**src/rtl/gen_pipe_chain.sv**
```systemverilog
// gen_pipe_chain
//   Parametrised chain of STAGES valid/ready register slices carrying
//   DW-bit payloads in strict FIFO order. It supports full throughput,
//   backpressure and flush, and loads a defined value (DEF_VAL) on reset
//   and on flush.
//
// Build option:
//   PIPE_SKID_EN  When defined, each slice is a 2-entry skid buffer
//                 (main + skid register). Upstream ready comes from a
//                 register, so there is no combinational out_ready ->
//                 in_ready path, and capacity is 2*STAGES.
//                 When undefined, each slice is a single register. Ready
//                 ripples combinationally through the chain, and capacity
//                 is STAGES.
//
// Handshake:
//   A beat crosses a boundary only in a cycle where valid && ready are both
//   high on that boundary. It is transferred on the following posedge.
//   Valid never depends on ready. While rst or flush is high, in_ready and
//   out_valid are forced low, so no handshake completes in that cycle.
//
// Ports:
//   clk        clock, all state updates on posedge
//   rst        synchronous active-high reset (priority over flush)
//   flush      discard every held beat
//   in_valid   upstream beat present
//   in_ready   chain accepts the beat this cycle
//   in_data    upstream payload
//   out_valid  beat available at the chain output
//   out_ready  downstream accepts
//   out_data   output payload, DEF_VAL whenever out_valid is low
//   occupancy  beats currently held (accepted minus delivered)
module gen_pipe_chain #(
  parameter int unsigned   DW      = 32,
  parameter int unsigned   STAGES  = 1,
  parameter logic [DW-1:0] DEF_VAL = {DW{1'b0}}
) (
  input  logic                             clk,
  input  logic                             rst,
  input  logic                             flush,
  input  logic                             in_valid,
  output logic                             in_ready,
  input  logic [DW-1:0]                    in_data,
  output logic                             out_valid,
  input  logic                             out_ready,
  output logic [DW-1:0]                    out_data,
  output logic [$clog2(2*STAGES+1)-1:0]    occupancy
);

  localparam int unsigned OW = $clog2(2*STAGES+1);

  // blk suppresses every handshake while the chain is being cleared.
  logic          blk;
  logic          up_valid_g;   // in_valid gated by blk
  logic          dn_ready_g;   // out_ready gated by blk
  logic          tail_v;       // valid of the last slice's output register
  logic [DW-1:0] tail_d;
  logic          head_rdy;     // slice 0 can take a beat

  assign blk        = rst | flush;
  assign up_valid_g = in_valid & ~blk;
  assign dn_ready_g = out_ready & ~blk;

  // Upstream view of each slice: slice 0 is fed by the chain input and
  // slice g by the output register of slice g-1.
  logic [STAGES-1:0] up_v;
  logic [DW-1:0]     up_d [STAGES];

`ifdef PIPE_SKID_EN
  logic [STAGES-1:0] mv_q, mv_d;   // main register valid
  logic [STAGES-1:0] sv_q, sv_d;   // skid register valid
  logic [DW-1:0]     md_q [STAGES];
  logic [DW-1:0]     md_d [STAGES];
  logic [DW-1:0]     sd_q [STAGES];
  logic [DW-1:0]     sd_d [STAGES];
  logic [STAGES-1:0] dn_r;         // ready seen by each slice's main register

  for (genvar g = 0; g < STAGES; g++) begin : g_link
    if (g == 0) begin : g_head
      assign up_v[g] = up_valid_g;
      assign up_d[g] = in_data;
    end else begin : g_body
      assign up_v[g] = mv_q[g-1];
      assign up_d[g] = md_q[g-1];
    end
    if (g == STAGES-1) begin : g_tail
      assign dn_r[g] = dn_ready_g;
    end else begin : g_mid
      // Registered ready: the next slice is ready while its skid is empty.
      assign dn_r[g] = ~sv_q[g+1];
    end
  end

  always_comb begin : skid_next
    logic take;
    logic leave;
    mv_d = mv_q;
    sv_d = sv_q;
    take  = 1'b0;
    leave = 1'b0;
    for (int s = 0; s < STAGES; s++) begin
      md_d[s] = md_q[s];
      sd_d[s] = sd_q[s];
      take    = up_v[s] & ~sv_q[s];
      leave   = mv_q[s] & dn_r[s];
      if (sv_q[s]) begin
        // The skid beat refills main on the same edge that main drains.
        if (leave) begin
          md_d[s] = sd_q[s];
          sv_d[s] = 1'b0;
        end
      end else if (take) begin
        if (!mv_q[s] || leave) begin
          mv_d[s] = 1'b1;
          md_d[s] = up_d[s];
        end else begin
          // Main is stuck, so the arriving beat parks in the skid register.
          sv_d[s] = 1'b1;
          sd_d[s] = up_d[s];
        end
      end else if (leave) begin
        mv_d[s] = 1'b0;
      end
    end
  end

  always_ff @(posedge clk) begin
    if (rst || flush) begin
      mv_q <= '0;
      sv_q <= '0;
      for (int s = 0; s < STAGES; s++) begin
        md_q[s] <= DEF_VAL;
        sd_q[s] <= DEF_VAL;
      end
    end else begin
      mv_q <= mv_d;
      sv_q <= sv_d;
      for (int s = 0; s < STAGES; s++) begin
        md_q[s] <= md_d[s];
        sd_q[s] <= sd_d[s];
      end
    end
  end

  assign head_rdy = ~sv_q[0];
  assign tail_v   = mv_q[STAGES-1];
  assign tail_d   = md_q[STAGES-1];
`else
  logic [STAGES-1:0] vld_q, vld_d;
  logic [DW-1:0]     dat_q [STAGES];
  logic [DW-1:0]     dat_d [STAGES];

  for (genvar g = 0; g < STAGES; g++) begin : g_link
    if (g == 0) begin : g_head
      assign up_v[g] = up_valid_g;
      assign up_d[g] = in_data;
    end else begin : g_body
      assign up_v[g] = vld_q[g-1];
      assign up_d[g] = dat_q[g-1];
    end
  end

  // Walk from the output back to the input. r carries the ready of the
  // boundary downstream of slice s, so a slice can take a beat when it is
  // empty or when its own beat leaves this cycle.
  always_comb begin : plain_next
    logic r;
    vld_d = vld_q;
    r     = dn_ready_g;
    for (int s = STAGES-1; s >= 0; s--) begin
      dat_d[s] = dat_q[s];
      if (!vld_q[s] || r) begin
        vld_d[s] = up_v[s];
        if (up_v[s]) begin
          dat_d[s] = up_d[s];
        end
      end
      r = ~vld_q[s] | r;
    end
    head_rdy = r;
  end

  always_ff @(posedge clk) begin
    if (rst || flush) begin
      vld_q <= '0;
      for (int s = 0; s < STAGES; s++) begin
        dat_q[s] <= DEF_VAL;
      end
    end else begin
      vld_q <= vld_d;
      for (int s = 0; s < STAGES; s++) begin
        dat_q[s] <= dat_d[s];
      end
    end
  end

  assign tail_v = vld_q[STAGES-1];
  assign tail_d = dat_q[STAGES-1];
`endif

  assign in_ready  = head_rdy & ~blk;
  assign out_valid = tail_v & ~blk;
  // A drained register keeps stale data, so the output is masked instead.
  assign out_data  = out_valid ? tail_d : DEF_VAL;

  // Occupancy counter.
  logic          fire_in, fire_out;
  logic [OW-1:0] occ_q, occ_d;

  assign fire_in  = in_valid & in_ready;
  assign fire_out = out_valid & out_ready;

  always_comb begin
    occ_d = occ_q;
    if (fire_in && !fire_out) begin
      occ_d = occ_q + OW'(1);
    end else if (!fire_in && fire_out) begin
      occ_d = occ_q - OW'(1);
    end
  end

  always_ff @(posedge clk) begin
    if (rst || flush) begin
      occ_q <= '0;
    end else begin
      occ_q <= occ_d;
    end
  end

  assign occupancy = occ_q;

endmodule

```
**config.mk**
```make
export PLATFORM = sky130hd
export DESIGN_NAME = gen_pipe_chain
export DESIGN_NICKNAME = d
export VERILOG_FILES = /design/src/rtl/gen_pipe_chain.sv
export SDC_FILE = /design/constraint.sdc
export NUM_CORES = 1
export LEC_CHECK = 0
export BUFFER_PORTS_ARGS = -buffer_cell sky130_fd_sc_hd__clkbuf_2
export CAP_MARGIN = 30
export CORE_UTILIZATION = 43
export DETAILED_ROUTE_END_ITERATION = 8
export GPL_TIMING_DRIVEN = 0
export HOLD_SLACK_MARGIN = 0.05
export PLACE_DENSITY = 0.75
export SYNTH_ARGS = -nofsm -noshare
export SYNTH_HDL_FRONTEND = slang
export SYNTH_SLANG_ARGS = --single-unit
```
**constraint.sdc**
```tcl
create_clock -name clk -period 1.7 [get_ports clk]
set_clock_uncertainty 0.05 [all_clocks]
set_input_delay 0.34 -clock clk [delete_from_list [all_inputs] [get_ports clk]]
set_output_delay 0.34 -clock clk [all_outputs]
set_load 0.01 [all_outputs]
```
==> flow_metrics.env <==
export IMPL_p_sw_share_pct=24.0
export IMPL_fin_crit_sh_pct=97.4
export IMPL_port_buffers=71
export IMPL_critPathCaptureType="flip-flop"
export IMPL_antenna_left=0
export IMPL_overflow=0
export IMPL_synth_xor_area_share_pct=0.985
export IMPL_die_width_um=66.3
export IMPL_io_pins=73
export IMPL_combPwrFrac_pct=12.5
export IMPL_drt_iter0_markers=112
export IMPL_synth_top_family_by_area="compound AO/OA/AOI/OAI gates"
export IMPL_fp_dieH_um=66.3
export IMPL_peakVddDrop_uv=517
export IMPL_finalHoldViolations=0
export IMPL_syn_inst=204
export IMPL_layout_common_cells="75 x clkbuf_2, 34 x dfxtp_1, 32 x nand3_1, 30 x and3_1, 24 x o21ai_1"
export IMPL_ys_warn_count=0
export IMPL_crit_path_top_delay_cell="dfxtp_4"
export IMPL_yosysSeqAreaShare_pct=39.4
export IMPL_antenna_found_initial=0
export IMPL_required_ns=1.88
export IMPL_drv_slew=0
export IMPL_tightest_slew_ns=0.216
export IMPL_cts_root_buf="clkbuf_8"
export IMPL_drc=0
export IMPL_synth_simple_area_share_pct=23.6
export IMPL_pwr_density_cell_mw_per_mm2=796
export IMPL_crit_fanout=10
export IMPL_synth_compound_area_share_pct=23.9
export IMPL_p_seq_share_pct=45.8
export IMPL_avgSynthCellArea_um2=8.72
export IMPL_post_place_ws_ns=-0.220
export IMPL_die_area_mm2=0.00440
export IMPL_pwr_share_clk_pct=41.7
export IMPL_start_util_pct=44.5
export IMPL_whs_ns=0.227
export IMPL_leakage_nw=1.14
export IMPL_status="completed"
export IMPL_relSlewSlack_pct=85.4
export IMPL_final_area_mm2=0.00235
export IMPL_p_int_mw=1.42
export IMPL_cts_max_level=2
export IMPL_clock_sinks=35
export IMPL_cts_made_buffers=5
export IMPL_grt_pass1_wl_um=7040
export IMPL_cts_buffer_depth=2
export IMPL_rows=23
export IMPL_hpwl_um=3120
export IMPL_first_pass_iters=4
export IMPL_setup_viol=0
export IMPL_viasPerCell=5.24
export IMPL_area_growth_syn_to_layout_pct=32.2
export IMPL_gp_congestion=0.729
export IMPL_dpl_instance_area_mm2=0.00220
export IMPL_post_drt_wl_per_cell_um=13.6
export IMPL_cts_tree="done"
export IMPL_layout_commonest_cell="clkbuf_2"
export IMPL_clock_fmax_mhz=604
export IMPL_layout_setup_ws_ns=0.0449
export IMPL_synth_area_leader_cell="dfxtp_1"
export IMPL_yosysUniqueCellTypes=27
export IMPL_yosys_register_bits=35
export IMPL_final_layout_size_suffix_gt1_share_pct=48.2
export IMPL_arrival_ns=1.84
export IMPL_grt_pass1_vias=1594
export IMPL_path_class="flip-flop to flip-flop"
export IMPL_synthAdderAreaFrac_pct=0.703
export IMPL_via_count=1749
export IMPL_drv_cap=0
export IMPL_synth_area_leaders="dfxtp_1 39%, and3_1 11%, a21oi_2 9.8%"
export IMPL_synth_mux_area_share_pct=0
export IMPL_grt_usage_pct=21.3
export IMPL_grt_max_degree=12
export IMPL_antenna_cells=0
export IMPL_synth_nets=242
export IMPL_rsz0062_at_grt="yes"
export IMPL_crit_chain="and2b_4 -> buf_8 -> nor3_2 -> ha_1 -> or3_1 -> a21oi_2"
export IMPL_power_switching_uw=450
export IMPL_critPathMaxStageDelay_ns=0.37
export IMPL_syn_area_mm2=0.00178
export IMPL_clkTransAtPathRegs_ns=0.07
export IMPL_wirelength_um=4550
export IMPL_min_period_ns=1.66
export IMPL_hp_class="primary input to flip-flop"
export IMPL_path_buf_inv=1
export IMPL_crit_family="simple AND/OR/NAND/NOR gates"
export IMPL_startpoint_type="flip-flop"
export IMPL_clk_latency_ns=0.29
export IMPL_fin_nets=321
export IMPL_core_area_mm2=0.00400
export IMPL_synthDominantCellAreaShare_pct=39.4
-- power by group through the flow --
| stage | Clock, mW | Combinational (mW) | Sequential, mW |
|---|---|---|---|
| 3_3_place_gp | 0 | 0.225 | 0.877 |
| 2_1_floorplan | 0 | 0.148 | 0.875 |
| 6_report | 0.781 | 0.234 | 0.858 |
| 4_1_cts | 0.786 | 0.232 | 0.859 |
| 5_1_grt | 0.821 | 0.258 | 0.860 |
| 3_5_place_dp | 0 | 0.228 | 0.878 |
-- logic make-up after synthesis --
| kind of cell | Yosys count |
|---|---|
| buffers and inverters | 25 |
| flip-flops | 35 |
| XOR/XNOR | 2 |
| AO/OA/AOI/OAI | 67 |
| AND/OR/NAND/NOR | 74 |
| adder cells (fa/ha/maj) | 1 |
-- path summary, 6_finish.rpt --
path / from / to / slack (ns) / cells after the start
min reg2reg: dat_q[0][28] / dat_q[0][28] / 0.41 / 2
max: tail_v / occupancy[1] / 0.04 / 6
max reg2reg: tail_v / occupancy[1] / 0.04 / 6
min: in_data[3] / dat_q[0][3] / 0.23 / 3
-- registers in the layout (all words and copies together) (netlist names) --
name	flops
dat_q	32
occupancy	2
tail_v	1
-- worst min-delay path: cells and delay by family --
family,cells,cell delay [ns]
AO/OA/AOI/OAI,1,0.05
AND/OR/NAND/NOR,1,0.05
buffers and inverters,1,0.08
-- layer usage --
metal | vias to the layer above | global-route usage (%) | share of wire [%]
met5 | - | 0 | 0
met4 | 0 | 9.57 | 1.6
met3 | 6 | 3.97 | 5.9
met2 | 57 | 34.7 | 46
met1 | 799 | 27.0 | 47
li1 | 887 | - | -
-- synthesized netlist by cell type --
library cell	number
nand2b_1	1
buf_8	3
and3_1	30
nand2_1	1
ha_1	1
xor2_1	2
nor3_1	1
o21ai_1	24
a21oi_1	14
and2_2	1
and2b_4	1
inv_4	1
dfxtp_1	35
a21oi_2	20
clkbuf_1	6
or2_1	1
clkbuf_8	3
buf_4	4
nor2_1	3
o21ai_0	5
or3_1	1
buf_6	3
buf_2	4
and3_2	2
o21ai_2	4
nand3_1	32
clkbuf_2	1
-- per-stage QoR --
stage | setup TNS [ns] | power (mW) | utilization (%) | std cells
floorplan | 0 | 1.02 | - | 204
global placement | -3.01 | 1.10 | 55.1 | 325
detailed placement | -3.39 | 1.11 | 55.1 | 325
CTS | 0 | 1.88 | 58.5 | 334
global route | -0.00713 | 1.94 | 58.8 | 334
finish | 0 | 1.87 | 58.8 | 334
-- layout make-up --
| class | instances | area (um^2) |
|---|---|---|
| repair buffers | 72 | 363 |
| clock inverters | 2 | 35.0 |
| well taps | 50 | 62.6 |
| clock buffers | 6 | 82.6 |
| fillers | 394 | 1650 |
| flip-flops and latches | 35 | 704 |
| multi-input cells | 144 | 886 |
| plain buffers | 24 | 213 |
| inverters | 1 | 6.26 |
-- repair_timing --
action                                  in CTS  in global routing
setup buffers                                1                  0
resized for setup                            8                  8
hold buffers                                 0                  0
pin swaps                                    0                  1
endpoints found under the setup margin      33                 16
No activity file was read; power rests on OpenSTA's default activity.
